## src/rtl/control_if.sv

```systemverilog
// Match-level control bundle from game_controller to the screen selector and drawing stages,
// together with the shared state/mode encodings.
package control_pkg;
    typedef enum logic [2:0] {
        START   = 3'd0,
        SHOOTER = 3'd1,
        KEEPER  = 3'd2,
        WINNER  = 3'd3,
        LOOSER  = 3'd4
    } game_state_t;

    typedef enum logic {
        SOLO  = 1'b0,
        MULTI = 1'b1
    } game_mode_t;
endpackage

interface control_if;
    control_pkg::game_state_t game_state;
    control_pkg::game_mode_t  game_mode;
    logic [7:0]               score;
    logic [3:0]               round_counter;
    logic                     is_scored;

    modport out    (output game_state, game_mode, score, round_counter, is_scored);
    modport master (output game_state, game_mode, score, round_counter, is_scored);
    modport slave  (input  game_state, game_mode, score, round_counter, is_scored);
endinterface

```

## src/rtl/game_controller.sv

```systemverilog
// Penalty shoot-out match FSM: alternates shooter/keeper turns, scores, holds results, picks winner.
// Optional feature: define SUDDEN_DEATH_EN to continue tied matches past ROUNDS (up to round 15).
module game_controller
    import control_pkg::*;
#(
    parameter int ROUNDS      = 5,
    parameter int HOLD_CYCLES = 65_000_000
) (
    input  logic       clk,
    input  logic       rst,
    input  logic       start_btn,
    input  logic       mode_sel,
    input  logic       shot_done,
    input  logic       shot_goal,
    control_if.out     out_control
);
    localparam int               CNT_W      = (HOLD_CYCLES > 1) ? $clog2(HOLD_CYCLES) : 1;
    localparam logic [CNT_W-1:0] HOLD_LOAD  = CNT_W'(HOLD_CYCLES - 1);
    localparam logic [3:0]       LAST_ROUND = 4'(ROUNDS);

    game_state_t      state_reg;
    game_mode_t       mode_reg;
    logic [7:0]       score_reg;
    logic [3:0]       round_reg;
    logic             scored_reg;
    logic             hold_reg;
    logic [CNT_W-1:0] hold_cnt_reg;
    logic             start_d_reg;

    logic       start_edge;
    logic [3:0] player_goals;
    logic [3:0] opp_goals;

    assign start_edge   = start_btn & ~start_d_reg;
    assign player_goals = score_reg[7:4];
    assign opp_goals    = score_reg[3:0];

    always_ff @(posedge clk or negedge rst) begin
        if (!rst) begin
            state_reg    <= START;
            mode_reg     <= MULTI;
            score_reg    <= 8'h00;
            round_reg    <= 4'd0;
            scored_reg   <= 1'b0;
            hold_reg     <= 1'b0;
            hold_cnt_reg <= '0;
            start_d_reg  <= 1'b0;
        end else begin
            start_d_reg <= start_btn;
            case (state_reg)
                START: begin
                    if (start_edge) begin
                        state_reg  <= SHOOTER;
                        round_reg  <= 4'd1;
                        score_reg  <= 8'h00;
                        scored_reg <= 1'b0;
                        hold_reg   <= 1'b0;
                        mode_reg   <= game_mode_t'(mode_sel);
                    end
                end
                SHOOTER, KEEPER: begin
                    if (hold_reg) begin
                        if (hold_cnt_reg != '0) begin
                            hold_cnt_reg <= hold_cnt_reg - CNT_W'(1);
                        end else begin
                            hold_reg   <= 1'b0;
                            scored_reg <= 1'b0;
                            if (state_reg == SHOOTER) begin
                                state_reg <= KEEPER;
                            end else if (round_reg < LAST_ROUND) begin
                                round_reg <= round_reg + 4'd1;
                                state_reg <= SHOOTER;
                            end else if (player_goals > opp_goals) begin
                                state_reg <= WINNER;
                            end else if (player_goals < opp_goals) begin
                                state_reg <= LOOSER;
                            end else begin
`ifdef SUDDEN_DEATH_EN
                                // Tie keeps playing until the 4-bit round counter is exhausted.
                                if (round_reg == 4'd15) begin
                                    state_reg <= LOOSER;
                                end else begin
                                    round_reg <= round_reg + 4'd1;
                                    state_reg <= SHOOTER;
                                end
`else
                                state_reg <= LOOSER;
`endif
                            end
                        end
                    end else if (shot_done) begin
                        scored_reg   <= shot_goal;
                        hold_reg     <= 1'b1;
                        hold_cnt_reg <= HOLD_LOAD;
                        if (shot_goal) begin
                            if (state_reg == SHOOTER) begin
                                if (player_goals != 4'hF) score_reg[7:4] <= player_goals + 4'd1;
                            end else begin
                                if (opp_goals != 4'hF) score_reg[3:0] <= opp_goals + 4'd1;
                            end
                        end
                    end
                end
                WINNER, LOOSER: begin
                    if (start_edge) begin
                        state_reg  <= START;
                        score_reg  <= 8'h00;
                        round_reg  <= 4'd0;
                        scored_reg <= 1'b0;
                    end
                end
                default: state_reg <= START;
            endcase
        end
    end

    assign out_control.game_state    = state_reg;
    assign out_control.game_mode     = mode_reg;
    assign out_control.score         = score_reg;
    assign out_control.round_counter = round_reg;
    assign out_control.is_scored     = scored_reg;
endmodule

```

## src/flat_wrapper.sv

```systemverilog
// flat-port wrapper written by rule: the top's interface ports become plain ports
module game_controller_flat import control_pkg::*;
#(
    parameter int ROUNDS      = 5,
    parameter int HOLD_CYCLES = 65_000_000
)
  (clk, rst, start_btn, mode_sel, shot_done, shot_goal, out_control_game_state, out_control_game_mode, out_control_score, out_control_round_counter, out_control_is_scored);
  control_if out_control_i ();
  input  logic clk;
  input  logic rst;
  input  logic start_btn;
  input  logic mode_sel;
  input  logic shot_done;
  input  logic shot_goal;
  output wire logic [$bits(out_control_i.game_state)-1:0] out_control_game_state;
  output wire logic [$bits(out_control_i.game_mode)-1:0] out_control_game_mode;
  output wire logic [$bits(out_control_i.score)-1:0] out_control_score;
  output wire logic [$bits(out_control_i.round_counter)-1:0] out_control_round_counter;
  output wire logic [$bits(out_control_i.is_scored)-1:0] out_control_is_scored;
  assign out_control_game_state = out_control_i.game_state;
  assign out_control_game_mode = out_control_i.game_mode;
  assign out_control_score = out_control_i.score;
  assign out_control_round_counter = out_control_i.round_counter;
  assign out_control_is_scored = out_control_i.is_scored;
  game_controller #(.ROUNDS(ROUNDS), .HOLD_CYCLES(HOLD_CYCLES)) u_core (.clk(clk), .rst(rst), .start_btn(start_btn), .mode_sel(mode_sel), .shot_done(shot_done), .shot_goal(shot_goal), .out_control(out_control_i));
endmodule
```

## config.mk

```make
export PLATFORM = sky130hd
export DESIGN_NAME = game_controller_flat
export DESIGN_NICKNAME = d
export VERILOG_FILES = /design/src/rtl/control_if.sv /design/src/rtl/game_controller.sv /design/src/flat_wrapper.sv
export SDC_FILE = /design/constraint.sdc
export NUM_CORES = 1
export LEC_CHECK = 0
export CAP_MARGIN = 20
export CORE_ASPECT_RATIO = 1.4
export CORE_UTILIZATION = 45
export CTS_BUF_LIST = sky130_fd_sc_hd__clkbuf_4 sky130_fd_sc_hd__clkbuf_8
export CTS_CLUSTER_DIAMETER = 30
export CTS_CLUSTER_SIZE = 30
export DETAILED_ROUTE_END_ITERATION = 6
export PLACE_DENSITY = 0.65
export SLEW_MARGIN = 15
export SYNTH_ARGS = -nofsm -noshare
export SYNTH_HDL_FRONTEND = slang
export SYNTH_SLANG_ARGS = --single-unit
```

## constraint.sdc

```tcl
create_clock -name clk -period 2.2 [get_ports clk]
set_input_delay 0.22 -clock clk [delete_from_list [all_inputs] [get_ports clk]]
set_output_delay 0.22 -clock clk [all_outputs]
set_load 0.05 [all_outputs]
```

==> out/results.ini <==
[sta]
setup_viol=1
hold_viol_final=0
worst_slew_pin_slew_ns=0.5004
maxClockFrequency_mhz=447.8
slew_viol_final=0
timing.setup.tns_ns=-0.03319
finalCritPeriodShare=1.015
clock_skew_ns=0.004490
setup_slack_ns=-0.03319
grt_setup_unrepaired=true
finalCriticalPeriod_ns=2.233
slew_headroom=0.6653

[critical_path]
crit_buf_inv=0
crit_path_start_kind=flop
regToRegStartpoint=u_core.hold_cnt_reg[15]$_DFFE_PN0P_
worstPathMaxFanout=2
critPathKind=reg2reg
slowest_delay_ns=0.54
crit_slowest_cell=or4_4
crit_family=simple AND/OR/NAND/NOR gates
rrSetupSlack_ns=-0.03
cp.arrival_ns=2.46
crit_required_ns=2.42
r2r-end=u_core.hold_cnt_reg[21]$_DFFE_PN0P_
path_cells=or4_4 -> or3_4 -> or3_1 -> or4_1 -> a21oi_1
cp-end-kind=flop
r2r_cells=5

[placement]
placement.io_buffers=22
place.detailed.hpwl_mm=4.871
preCtsSetupSlack_ns=-0.01984
placed_cell_area_um2=3227
gp_congestion=0.8120

[clock_network]
clk_latency_ns=0.30
clk_path_buf_depth=2
htree_levels=2
cts-root-buf=clkbuf_8
cts.sinks=45
cts_tree=done
cts_setup_buffers=0
path_clk_slew_ns=0.08
cts_buffers=5

[drt]
post_drt_wl_per_cell_um=15.45
first_iter_violations=132
drtPass1Iterations=4
ant_nets=0
drcViolationCount=0
vias=2399
wl_mm=6.444
routed_via_density=5.753

[grt]
antenna_found_initial=0
grt_usage=0.2300
grt_pass1_vias=2354
grt_overflow=0
grt_max_degree=22
grt_pass1_wl_mm=10.92

[synth]
synth_ff_type=dfrtp_1
yosysSeqAreaShare=0.4266
synth_edf_count=0
syn_nets=298
yosys.cell_types.count=56
avgSynthCellArea_um2=9.338
synth_cells=283
netlist_area_um2=2643
async_flop_share=1.000
ys_warn_count=0
ys_ff_latch=45

[run_status]
violations=setup timing
status=finished, violations left

[layout]
finalInstanceArea_um2=3358
n_antenna_cell=0
fill_cells=502
seq_area_um2=1129
layout_common_cells=buf_4, dfrtp_1, o21ai_0, nor2_1, clkdlybuf4s50_1
finish.utilization=0.6034
drive_above_1_share=0.2206
area_growth_pct=27.08
largest_reg_flops=26
multi_input_area_um2=1453
nets=363

[pwr]
power_leakage_nw=1.391
ir_worst_vdd_mv=0.8034
p_per_area_nw_per_um2=728.5

[floorplanning]
dieArea_um2=6187
die_y_um=92.67
io_pins=23
initial_core_util=0.4748
core_area_um2=5565
die_w_um=66.77
rows=32

[flow_run]
max_cap_viol_count=0

[hold_path]
hold_class=in2async

[area by class of cell]
cell class	instances	share of cell area
Clock buffer	8	0.02720
Timing Repair Buffer	66	0.1632
Sequential cell	45	0.3361
Inverter	14	0.01565
Multi-Input combinational cell	216	0.4326
Tap cell	68	0.02534
[logic make-up (layout without fill, tap and decap cells)]
group                    Yosys count  after routing  synth area share
flip-flops                        45             45            0.4266
multiplexers                       8              8           0.03220
buffers and inverters             22             88           0.03930
AND/OR/NAND/NOR                  119            119            0.2590
adder cells (fa/ha/maj)            9              9           0.04261
AO/OA/AOI/OAI                     75             75            0.1837
XOR/XNOR                           5              5           0.01657
[layer usage]
metal  vias to the layer above  global-route usage  part of all wire
li1                       1197                   -                 -
met2                        28              0.4015              0.53
met5                         -                   0                 0
met4                         0             0.08865             0.016
met3                         8             0.03079             0.018
met1                      1166              0.2786              0.44
[how the worst max path moves through the flow]
stage | start | endpoint | slack [ns] | cells after the start
final | u_core.hold_cnt_reg[15]$_DFFE_PN0P_ | u_core.hold_cnt_reg[21]$_DFFE_PN0P_ | -0.03 | 5
after global routing | u_core.hold_cnt_reg[15]$_DFFE_PN0P_ | u_core.hold_cnt_reg[21]$_DFFE_PN0P_ | -0.07 | 5
after CTS | u_core.hold_cnt_reg[15]$_DFFE_PN0P_ | u_core.hold_cnt_reg[21]$_DFFE_PN0P_ | -0.04 | 5
after detailed placement | u_core.hold_cnt_reg[15]$_DFFE_PN0P_ | u_core.hold_cnt_reg[21]$_DFFE_PN0P_ | -0.02 | 5
after global placement | u_core.hold_cnt_reg[15]$_DFFE_PN0P_ | u_core.hold_cnt_reg[21]$_DFFE_PN0P_ | 0.03 | 5
after floorplan | u_core.hold_cnt_reg[15]$_DFFE_PN0P_ | u_core.hold_cnt_reg[21]$_DFFE_PN0P_ | 0.004 | 5
[synth_stat cells (4+ instances only)]
master,count,area [µm²]
dfrtp_1,44,1101
o21ai_0,24,120.1
nor2_1,22,82.58
nand2_1,16,60.06
a21oi_1,15,75.07
inv_1,14,52.55
nand3_1,11,55.05
ha_1,9,112.6
o31ai_1,8,60.06
or4_1,8,60.06
nand4_1,7,43.79
nor3_1,7,35.03
nor4_1,7,43.79
or3_1,7,43.79
and3_1,6,37.54
a31oi_1,5,31.28
nand2b_1,5,31.28
nor2b_1,5,31.28
a41o_1,4,40.04
and4_1,4,35.03
clkbuf_1,4,15.01
mux2_2,4,45.04
mux2i_1,4,40.04
xnor2_1,4,35.03
[timing repair]
item / 4_1_cts / 5_1_grt
gates resized for setup: 0 / 6
hold buffers: 1 / 0
setup endpoints to repair: 1 / 15
pin swaps: 0 / 0
endpoints found under the hold margin: 18 / 0
[through the flow]
stage          instances  hold WS (ns)  total power [mW]
6_report             417        0.4101             2.446
5_1_grt              417        0.4574             2.608
4_1_cts              417        0.4187             2.452
3_5_place_dp         408        0.2150             1.906
3_3_place_gp         408        0.2127             1.880
2_1_floorplan        283      -0.07559             1.603
[report_power, final]
group	leakage (nW)	internal (mW)	total, mW	switching, mW
clock	0.0498	0.263	0.539	0.276
sequential	0.506	0.959	1.11	0.148
combinational	0.835	0.342	0.800	0.458
total	1.39	1.56	2.45	0.882
Note: power is estimated with default switching activity, not from simulation.
